[config.mk]
export PLATFORM = sky130hd
export DESIGN_NAME = switch_level_ramp
export DESIGN_NICKNAME = d
export VERILOG_FILES = /design/src/rtl/switch_level_ramp.sv
export SDC_FILE = /design/constraint.sdc
export NUM_CORES = 1
export LEC_CHECK = 0
export BUFFER_PORTS_ARGS = -buffer_cell sky130_fd_sc_hd__buf_2
export CAP_MARGIN = 20
export CORE_MARGIN = 5
export CORE_UTILIZATION = 36
export CTS_CLUSTER_DIAMETER = 100
export DETAILED_ROUTE_END_ITERATION = 12
export SYNTH_ARGS = -nofsm -noshare
export SYNTH_HDL_FRONTEND = slang
export SYNTH_SLANG_ARGS = --single-unit
[constraint.sdc]
create_clock -name iClk -period 4 [get_ports iClk]
set_input_delay 0.4 -clock iClk [delete_from_list [all_inputs] [get_ports iClk]]
set_output_delay 0.4 -clock iClk [all_outputs]
set_load 0.05 [all_outputs]
[src/rtl/switch_level_ramp.sv]
// Switch bank to ramped level: two-flop synchroniser, debounce, level lookup,
// and a slew-limited output that steps toward the selected level on prescaler ticks.
module switch_level_ramp #(
    parameter int SW_WIDTH        = 2,
    parameter int VAL_WIDTH       = 8,
    parameter int MAX_VALUE       = 100,
    parameter int DEBOUNCE_CYCLES = 4,
    parameter int TICK_DIV        = 2,
    parameter int STEP            = 5
) (
    input  logic                 iClk,
    input  logic                 iRst_n,
    input  logic [SW_WIDTH-1:0]  iSW,
    input  logic                 iEn,
    output logic [VAL_WIDTH-1:0] oValue,
    output logic [SW_WIDTH-1:0]  oCode,
    output logic                 oChanged,
    output logic                 oSettled
);

    localparam int CNT_W = $clog2(DEBOUNCE_CYCLES + 1);
    localparam int DIV_W = (TICK_DIV > 1) ? $clog2(TICK_DIV) : 1;
    localparam int LVL_W = VAL_WIDTH + SW_WIDTH + 1;
    localparam int AW    = VAL_WIDTH + 1;

    logic [SW_WIDTH-1:0]  sync1_q, sync2_q;
    logic [SW_WIDTH-1:0]  cand_q, cand_d;
    logic [CNT_W-1:0]     cnt_q, cnt_d;
    logic [SW_WIDTH-1:0]  code_q, code_d;
    logic                 changed_q, changed_d;
    logic [DIV_W-1:0]     div_q, div_d;
    logic [VAL_WIDTH-1:0] target_q, target_d;
    logic [VAL_WIDTH-1:0] value_q, value_d;

    logic [SW_WIDTH-1:0]  sw_s;
    logic                 tick;
    logic [AW-1:0]        v_ext, t_ext, up_sum;

    function automatic logic [VAL_WIDTH-1:0] level_of(input logic [SW_WIDTH-1:0] c);
        logic [LVL_W-1:0] prod;
        prod = (LVL_W'(c) + LVL_W'(1)) * LVL_W'(MAX_VALUE);
        return VAL_WIDTH'(prod >> SW_WIDTH);
    endfunction

    assign sw_s = sync2_q;

    // Debounce: the candidate follows oCode while the input matches it, so any
    // excursion away always starts a fresh count of DEBOUNCE_CYCLES samples.
    always_comb begin
        // NOTE: every combinational output gets a default first so no path can infer a latch.
        cand_d    = cand_q;
        cnt_d     = cnt_q;
        code_d    = code_q;
        changed_d = 1'b0;
        if (sw_s == code_q) begin
            cnt_d  = '0;
            cand_d = code_q;
        end else if (DEBOUNCE_CYCLES == 1) begin
            cand_d    = sw_s;
            code_d    = sw_s;
            cnt_d     = '0;
            changed_d = 1'b1;
        end else if (sw_s != cand_q) begin
            cand_d = sw_s;
            cnt_d  = CNT_W'(1);
        end else if (cnt_q == CNT_W'(DEBOUNCE_CYCLES - 1)) begin
            code_d    = cand_q;
            cnt_d     = '0;
            changed_d = 1'b1;
        end else begin
            cnt_d = cnt_q + CNT_W'(1);
        end
    end

    assign target_d = iEn ? level_of(code_q) : '0;

    assign tick  = (div_q == DIV_W'(TICK_DIV - 1));
    assign div_d = tick ? '0 : div_q + DIV_W'(1);

    // Ramp math is one bit wider than the output so neither direction can wrap.
    assign v_ext  = AW'(value_q);
    assign t_ext  = AW'(target_q);
    assign up_sum = v_ext + AW'(STEP);

    always_comb begin
        value_d = value_q;
        if (tick) begin
            if (v_ext < t_ext) begin
                value_d = (up_sum > t_ext) ? target_q : up_sum[VAL_WIDTH-1:0];
            end else if (v_ext > t_ext) begin
                value_d = (v_ext > t_ext + AW'(STEP)) ? VAL_WIDTH'(v_ext - AW'(STEP)) : target_q;
            end
        end
    end

    always_ff @(posedge iClk or negedge iRst_n) begin
        if (!iRst_n) begin
            sync1_q   <= '0;
            sync2_q   <= '0;
            cand_q    <= '0;
            cnt_q     <= '0;
            code_q    <= '0;
            changed_q <= 1'b0;
            div_q     <= '0;
            target_q  <= '0;
            value_q   <= '0;
        end else begin
            // NOTE: non-blocking assignments so every register samples pre-edge values.
            sync1_q   <= iSW;
            sync2_q   <= sync1_q;
            cand_q    <= cand_d;
            cnt_q     <= cnt_d;
            code_q    <= code_d;
            changed_q <= changed_d;
            div_q     <= div_d;
            target_q  <= target_d;
            value_q   <= value_d;
        end
    end

    assign oValue   = value_q;
    assign oCode    = code_q;
    assign oChanged = changed_q;
    assign oSettled = (value_q == target_q);

endmodule
==> results of run 1 <==
-- area by class of cell --
class                           count  share of cell area
Multi-Input combinational cell    190               0.587
Sequential cell                    28               0.284
Tap cell                           77              0.0390
Timing Repair Buffer               16              0.0324
Inverter                           19              0.0289
Clock buffer                        3              0.0167
Clock inverter                      1              0.0122
-- layer usage --
layer | wire length, um | share of wire | vias to the layer above
li1 | - | - | 912
met1 | 2410 | 0.45 | 867
met2 | 2580 | 0.48 | 52
met3 | 282 | 0.053 | 6
met4 | 55 | 0.010 | 0
met5 | 0 | 0 | -
-- sequential cells by signal, summed over array words and instances (netlist names) --
signal,flops
oValue,8
target_q,7
cnt_q,3
cand_q,2
oCode,2
sw_s,2
sync1_q,2
div_q,1
oChanged,1
-- kinds of logic after synthesis --
| group | count (synthesis) | synth area share |
|---|---|---|
| buffers and inverters | 28 | 0.0508 |
| muxes | 5 | 0.0221 |
| AOI/OAI and AO/OA | 61 | 0.194 |
| xor gates and xnor gates | 20 | 0.0773 |
| adders and majority gates | 32 | 0.177 |
| and+or+nand+nor | 72 | 0.170 |
| DFF | 28 | 0.309 |
-- worst max-delay path, stage by stage, from the launching register on --
cell and delay, ps:
dfrtp_1 540, inv_1 210, or3_1 410, xnor2_1 140
ha_1 270, and3_1 160, or3b_1 370, o211a_1 280
o211ai_1 200, o221ai_1 140, o32ai_1 220
-- placed cells by master (no fill, tap or decap), drive strengths merged, types with 3 or more instances in the layout --
cell type / n
buf: 16
nand2b: 3
o2111ai: 3
o21ai: 11
or3: 3
o221ai: 7
nor2b: 3
dfrtp: 28
nand3: 5
nand2: 21
mux2i: 5
o211ai: 6
nor3: 4
inv: 19
nand4: 5
and2: 6
a21o: 3
o21a: 3
nor2: 13
clkbuf: 3
o31ai: 4
a21oi: 11
xor2: 3
xnor2: 17
ha: 32
and3: 4
-- final timing paths --
kind                        startpoint          end  slack, ps  depth (start not counted)
setup / recovery           target_q[3]    oValue[3]        960                         10
hold / removal                  iRst_n    oValue[1]        100                          1
setup reg to reg           target_q[3]    oValue[3]        960                         10
hold reg to reg             sync1_q[0]      sw_s[0]        350                          0
max in group asynchronous       iRst_n  target_q[4]       3490                          1
min in group iClk               iSW[1]   sync1_q[1]        220                          1
-- metrics by stage --
step                      std cells   util  hold WS, ps
final                           334  0.396          102
after global routing            334  0.396          159
after CTS                       334  0.396          138
after detailed placement        330  0.384          335
after global placement          330  0.384          336
after floorplan                 246      -          104
==> results.sh, run 1 <==
export IMPL_outcome="finished, final reports clean"
export IMPL_async_reset_ff_frac=1.00
export IMPL_hold_viol_final=0
export IMPL_synth_seq_area_share=0.309
export IMPL_cts_root_buf="clkbuf_8"
export IMPL_die_width_um=89.3
export IMPL_yosysMostFrequentCell="ha_1"
export IMPL_wire_per_inst_um=15.9
export IMPL_cts_path_max_buffers=2
export IMPL_cts_tree="done"
export IMPL_drive_above_1_share=0.113
export IMPL_syn_inst=246
export IMPL_final_nets=295
export IMPL_path_clk_slew_ps=100
export IMPL_grt_max_degree=29
export IMPL_endpoint_kind="register"
export IMPL_drt_initial_drc_count=154
export IMPL_place_ws_ps=966
export IMPL_use_met1=0.188
export IMPL_ioPinCount=17
export IMPL_synth_enable_flop_cells=0
export IMPL_crit_required_ps=4190
export IMPL_synthDistinctLibCells=49
export IMPL_setup_slack_ps=958
export IMPL_met3_usage=0.0286
export IMPL_ys_flop_type="dfrtp_1"
export IMPL_fillers=619
export IMPL_rows=29
export IMPL_core_area_um2=6240
export IMPL_gr_usage_all_layers=0.142
export IMPL_syn2layout_area_growth_pct=9.00
export IMPL_yosysTopAreaCell="dfrtp_1"
export IMPL_cp_max_fo=11
export IMPL_ys_ff_latch=28
export IMPL_fin_crit_sh=0.760
export IMPL_wl_um=5330
export IMPL_dpl_hpwl_um=4100
export IMPL_grt_busiest_layer="met2"
export IMPL_postSynthAreaPerCell_um2=9.21
export IMPL_worst_pin_slew_ps=599
export IMPL_die_area_um2=7980
export IMPL_maxCapViolations=0
export IMPL_cts_hold_buf=0
export IMPL_num_vias=1837
export IMPL_use_met2=0.238
export IMPL_yosysTopAreaCellShare=0.309
export IMPL_grt_pass1_vias=1784
export IMPL_final_setup_viol_count=0
export IMPL_post_route_min_period_ps=3040
export IMPL_grt_overflow_total=0
export IMPL_syn_nets=283
export IMPL_rsz0062_at_grt="no"
export IMPL_cp_arrival_ps=3230
export IMPL_multi_input_area_um2=1450
export IMPL_yosys_warnings=0
export IMPL_die_y_um=89.3
export IMPL_yosys_top_cells_count="ha_1, dfrtp_1, inv_1, nand2_1, xnor2_1"
export IMPL_start_util=0.363
export IMPL_path_class="register to register"
export IMPL_dpl_cell_area_um2=2400
export IMPL_drc=0
export IMPL_clock_latency_ps=280
export IMPL_slew_violations=0
export IMPL_ant_nets=0
export IMPL_max_freq_ghz=0.329
export IMPL_clock_sinks=28
export IMPL_drt_pass1_iterations=4
export IMPL_cts_htree_levels=1
export IMPL_diodes=0
export IMPL_maxSlewHeadroom=0.601
export IMPL_vias_per_cell=5.50
export IMPL_worst_setup_path_start_kind="register"
export IMPL_grt_pass1_wl_um=8880
export IMPL_gp_congestion=0.902
export IMPL_netlist_area_um2=2270
export IMPL_postCtsSetupBuffers=0
export IMPL_seq_area_um2=701
export IMPL_antenna_found_initial=0
export IMPL_portBuffers=16
export IMPL_fin_skew_ps=8.20
export IMPL_post_cts_resized=0
export IMPL_fin_tns_setup_ps=0
export IMPL_numCtsBuffers=3
export IMPL_design_area_um2=2470
export IMPL_synth_area_leaders="dfrtp_1, ha_1, xnor2_1"
export IMPL_hp_class="input pin to async pin"
Power of run 1 is not shown: default switching activity piles up to over one toggle a cycle in this logic, so the estimate is an artifact.
==> inputs of run 2 (changes only) <==
ABC_AREA = 1   (was not set)
clock period = 2.55 ns   (was 4 ns; I/O delays follow)
==> results.sh, run 2 <==
export IMPL_syn_nets=379
export IMPL_largest_register_ffs=8
export IMPL_design_area_um2=2950
export IMPL_cpPeakStageDelay_ps=480
export IMPL_max_freq_ghz=0.422
export IMPL_synthDistinctLibCells=33
export IMPL_final_common_cell="nand2_1"
export IMPL_cts_root_buf="clkbuf_8"
export IMPL_path_depth=14
export IMPL_hp_class="input pin to register"
export IMPL_hold_viol_final=0
export IMPL_dpl_cell_area_um2=2750
export IMPL_vias_per_cell=4.91
export IMPL_maxCapViolations=0
export IMPL_core_area_um2=6760
export IMPL_syn2layout_area_growth_pct=19.2
export IMPL_gr_usage_all_layers=0.144
export IMPL_drc=0
export IMPL_holdCritStartpoint="iSW[0]"
export IMPL_clock_latency_ps=280
export IMPL_fin_crit_sh=0.930
export IMPL_grt_pass1_wl_um=9920
export IMPL_drt_initial_drc_count=129
export IMPL_outcome="finished, final reports clean"
export IMPL_reg2reg_from="oValue[0]"
export IMPL_netlist_area_um2=2480
export IMPL_num_vias=2239
export IMPL_final_cell_mix="nand2_1, inv_1, nand3_1"
export IMPL_ys_flop_type="dfrtp_1"
export IMPL_grt_pass1_vias=2085
export IMPL_whs_ps=78.0
export IMPL_numCtsBuffers=3
export IMPL_clock_sinks=28
export IMPL_slew_violations=0
export IMPL_seq_area_um2=704
export IMPL_postSynthAreaPerCell_um2=7.24
export IMPL_critPathTopFamily="simple AND/OR/NAND/NOR gates"
export IMPL_wl_um=6080
export IMPL_cts_htree_levels=1
export IMPL_start_util=0.366
export IMPL_cp_arrival_ps=2570
export IMPL_ant_nets=0
export IMPL_rows=30
export IMPL_wl_met3_um=295
export IMPL_yosysTopAreaCellShare=0.283
export IMPL_wl_met2_um=2700
export IMPL_ff2ff_setup_slack_ps=180
export IMPL_fin_skew_ps=3.30
export IMPL_reg2reg_to="oValue[1]"
export IMPL_path_class="register to register"
export IMPL_critPathBufInv=1
export IMPL_ys_ff_latch=28
export IMPL_yosysMostFrequentCell="nand2_1"
export IMPL_async_reset_ff_frac=1.00
export IMPL_worst_setup_path_start_kind="register"
export IMPL_slowest_stage="dfrtp_2"
export IMPL_grt_overflow_total=0
export IMPL_yosys_warnings=0
export IMPL_crit_required_ps=2750
export IMPL_grt_max_degree=29
export IMPL_synth_area_leaders="dfrtp_1, ha_1, nand2_1"
export IMPL_final_setup_viol_count=0
export IMPL_worst_pin_slew_ps=609
export IMPL_post_route_min_period_ps=2370
export IMPL_ioPinCount=17
export IMPL_fillers=717
export IMPL_drt_pass1_iterations=4
export IMPL_cp_max_fo=8
export IMPL_synth_seq_area_share=0.283
export IMPL_met1_length_um=2940
export IMPL_yosys_top_cells_count="nand2_1, inv_1, nand3_1"
export IMPL_die_y_um=92.9
export IMPL_min_to="sync1_q[0]"
export IMPL_endpoint_kind="register"
export IMPL_wire_per_inst_um=13.3
export IMPL_final_nets=414
export IMPL_die_area_um2=8640
export IMPL_cts_path_max_buffers=2
export IMPL_multi_input_area_um2=1630
export IMPL_cts_tree="done"
export IMPL_path_cells="ha_4, nor2_4, nor2_4, xor2_1, inv_1, ha_4, nand2_2, nor2_2, nand4_1, nand2_4, nand2_8, nand2_2, nand3_1, a21oi_1"
export IMPL_syn_inst=342
export IMPL_antenna_found_initial=0
export IMPL_hold_depth=1
export IMPL_yosysTopAreaCell="dfrtp_1"
export IMPL_gp_congestion=0.921
export IMPL_synth_enable_flop_cells=0
export IMPL_path_clk_slew_ps=100
export IMPL_diodes=0
export IMPL_drive_above_1_share=0.245
export IMPL_die_width_um=92.9
export IMPL_dpl_hpwl_um=4820
export IMPL_worst_r2r_path_depth=14
export IMPL_maxSlewHeadroom=0.594
export IMPL_portBuffers=16
export IMPL_top_layer="met4"
==> run 2: changes by cell type after synthesis, moves of 5 or more <==
cell,previous run,this run
nand2_2,2,10
nor2_1,13,34
nand2_1,19,70
o221ai_1,7,0
a21oi_1,11,17
and2_1,6,1
inv_2,0,7
xnor2_1,17,3
xor2_1,3,12
nand3_1,5,39
mux2i_1,5,0
inv_1,19,46
o211ai_1,6,0
==> run 2: routing by layer <==
| metal | track usage | up-vias |
|---|---|---|
| li1 | - | 1165 |
| met1 | 0.206 | 1008 |
| met2 | 0.220 | 54 |
| met3 | 0.0236 | 12 |
| met4 | 0.0501 | 0 |
| met5 | 0 | - |
==> run 2: cells by family after synthesis <==
logic type	synth area share
compound gates	0.0758
xor+xnor	0.0531
fa+ha+maj	0.162
buf+inv	0.100
flops	0.283
simple gates	0.326
==> run 2: worst register-to-register path: stages (launching register included) <==
cell,delay [ps]
dfrtp_2,480
ha_4,200
nor2_4,110
nor2_4,50
xor2_1,130
inv_1,110
ha_4,280
nand2_2,60
nor2_2,140
nand4_1,160
nand2_4,170
nand2_8,100
nand2_2,70
nand3_1,80
a21oi_1,150
==> run 2: per-stage QoR <==
stage	setup slack [ps]	utilization	TNS [ps]	instances
after global placement	89.1	0.407	0	448
after floorplan	8.94	-	0	342
after detailed placement	57.1	0.407	0	448
after CTS	7.01	0.419	0	453
after global routing	-20.3	0.437	-83.6	456
final	178	0.437	0	456
==> run 2: worst max-delay path by stage <==
stage / from / endpoint / slack (ps)
final: oValue[0] / oValue[1] / 180
after global routing: oValue[0] / oValue[7] / -20
after CTS: oValue[0] / oValue[6] / 7
after detailed placement: oValue[0] / oValue[6] / 60
after global placement: oValue[0] / oValue[5] / 90
after floorplan: oValue[3] / oValue[0] / 9
==> run 2: area by class of cell <==
| cell class | count | share of cell area |
|---|---|---|
| clock buffers | 3 | 0.0140 |
| clock inverters | 1 | 0.0102 |
| inverters | 54 | 0.0704 |
| multi-input cells | 253 | 0.552 |
| flip-flops and latches | 28 | 0.239 |
| well taps | 80 | 0.0339 |
| repair buffers | 37 | 0.0814 |
==> run 2: repair_timing <==
action / in CTS / in global routing
hold endpoints to repair: 28 / 0
buffers inserted: 0 / 3
endpoints found under the setup margin: 0 / 8
gates resized for setup: 0 / 27
hold buffers: 1 / 0
Power of run 2 is left out for the same reason.
==> inputs of run 3 (changes only) <==
SETUP_SLACK_MARGIN = 0.5   (was not set)
==> results.sh, run 3 (synthesis gave the netlist of run 2 again) <==
export IMPL_outcome="finished, violations left"
export IMPL_failed_checks="negative hold slack"
export IMPL_largest_register_ffs=8
export IMPL_syn2layout_area_growth_pct=28.2
export IMPL_hp_class="input pin to async pin"
export IMPL_final_cell_mix="nand2_1, inv_1, nand3_1"
export IMPL_design_area_um2=3170
export IMPL_cpPeakStageDelay_ps=530
export IMPL_grt_pass1_wl_um=11100
export IMPL_grt_busiest_layer="met2"
export IMPL_use_met1=0.214
export IMPL_cp_max_fo=8
export IMPL_hold_viol_final=28
export IMPL_wire_per_inst_um=14.3
export IMPL_final_nets=423
export IMPL_setup_slack_ps=123
export IMPL_place_ws_ps=53.6
export IMPL_rows=30
export IMPL_maxCapViolations=0
export IMPL_fillers=686
export IMPL_critPathTopFamily="simple AND/OR/NAND/NOR gates"
export IMPL_crit_required_ps=2730
export IMPL_antenna_found_initial=0
export IMPL_drc=0
export IMPL_drt_initial_drc_count=159
export IMPL_ant_nets=0
export IMPL_post_route_min_period_ps=2430
export IMPL_clock_latency_ps=280
export IMPL_worst_setup_path_start_kind="register"
export IMPL_use_met2=0.280
export IMPL_cts_hold_buf=0
export IMPL_die_width_um=92.9
export IMPL_vias_per_cell=5.02
export IMPL_core_area_um2=6760
export IMPL_multi_input_area_um2=1750
export IMPL_worst_r2r_path_depth=15
export IMPL_slew_violations=0
export IMPL_path_class="register to register"
export IMPL_cts_root_buf="clkbuf_8"
export IMPL_gp_congestion=0.864
export IMPL_cts_tree="done"
export IMPL_maxSlewHeadroom=0.582
export IMPL_path_cells="ha_4, nor2_4, nor2_4, xor2_1, inv_1, ha_4, a21o_1, nor2_2, nor2_4, nor2_4, nand2_4, nand2_8, nand2_2, nand3_1, a21oi_2"
export IMPL_portBuffers=16
export IMPL_grt_pass1_vias=2319
export IMPL_place_inst=443
export IMPL_cts_path_max_buffers=2
export IMPL_crit_top_cell="nor2_4"
export IMPL_rsz0062_at_grt="yes"
export IMPL_dpl_cell_area_um2=2760
export IMPL_seq_area_um2=717
export IMPL_diodes=0
export IMPL_whs_ps=-21.4
export IMPL_wl_um=6650
export IMPL_stdcell_count=465
export IMPL_dpl_hpwl_um=5020
export IMPL_cts_htree_levels=1
export IMPL_reg2reg_from="oValue[0]"
export IMPL_met3_usage=0.0252
export IMPL_numCtsBuffers=3
export IMPL_num_vias=2336
export IMPL_start_util=0.366
export IMPL_critPathBufInv=1
export IMPL_drt_pass1_iterations=5
export IMPL_fin_crit_sh=0.952
export IMPL_die_area_um2=8640
export IMPL_grt_overflow_total=0
export IMPL_slowest_stage="dfrtp_4"
export IMPL_max_freq_ghz=0.412
export IMPL_grt_max_degree=29
export IMPL_final_common_cell="nand2_1"
export IMPL_drive_above_1_share=0.322
export IMPL_clock_sinks=28
export IMPL_ff2ff_setup_slack_ps=120
export IMPL_fin_tns_setup_ps=0
export IMPL_worst_pin_slew_ps=628
export IMPL_endpoint_kind="register"
export IMPL_die_y_um=92.9
export IMPL_cp_arrival_ps=2610
export IMPL_ioPinCount=17
export IMPL_fin_skew_ps=7.74
export IMPL_reg2reg_to="oValue[2]"
export IMPL_gr_usage_all_layers=0.160
export IMPL_final_setup_viol_count=0
export IMPL_path_clk_slew_ps=110
## run 3: worst max path at each step
stage                           start   endpoint  slack, ps  depth (start not counted)
after global placement      oValue[0]  oValue[5]         70                         15
after global routing      target_q[1]  oValue[3]        -10                         20
after floorplan             oValue[1]  oValue[5]        210                         17
after CTS                   oValue[0]  oValue[5]        130                         17
final                       oValue[0]  oValue[2]        120                         15
after detailed placement    oValue[0]  oValue[3]         50                         15
## run 3: repair_timing
item / in CTS / in global routing
endpoints found under the setup margin: 9 / 9
hold endpoints to repair: 0 / 0
gates resized for setup: 27 / 21
pin swaps: 18 / 12
setup buffers: 15 / 3
## run 3: area by class of cell
cell class,count,area share
sequential,28,0.226
timing repair buffer,46,0.101
clock buffer,3,0.0130
clock inverter,1,0.00946
inverter,54,0.0670
multi-input combinational,253,0.553
tap,80,0.0315
## run 3: per-layer routing
layer | routed length [um] | up-vias | part of all wire
met3 | 388 | 4 | 0.058
met1 | 3040 | 1098 | 0.46
met2 | 3180 | 60 | 0.48
li1 | - | 1174 | -
met4 | 44 | 0 | 0.0066
met5 | 0 | - | 0
## run 3: metrics by stage
step	hold WS, ps	utilization
floorplan	-40.6	-
global placement	314	0.408
detailed placement	317	0.408
CTS	2.62	0.457
global route	39.6	0.470
finish	-21.4	0.470
Power of run 3 is left out for the same reason.
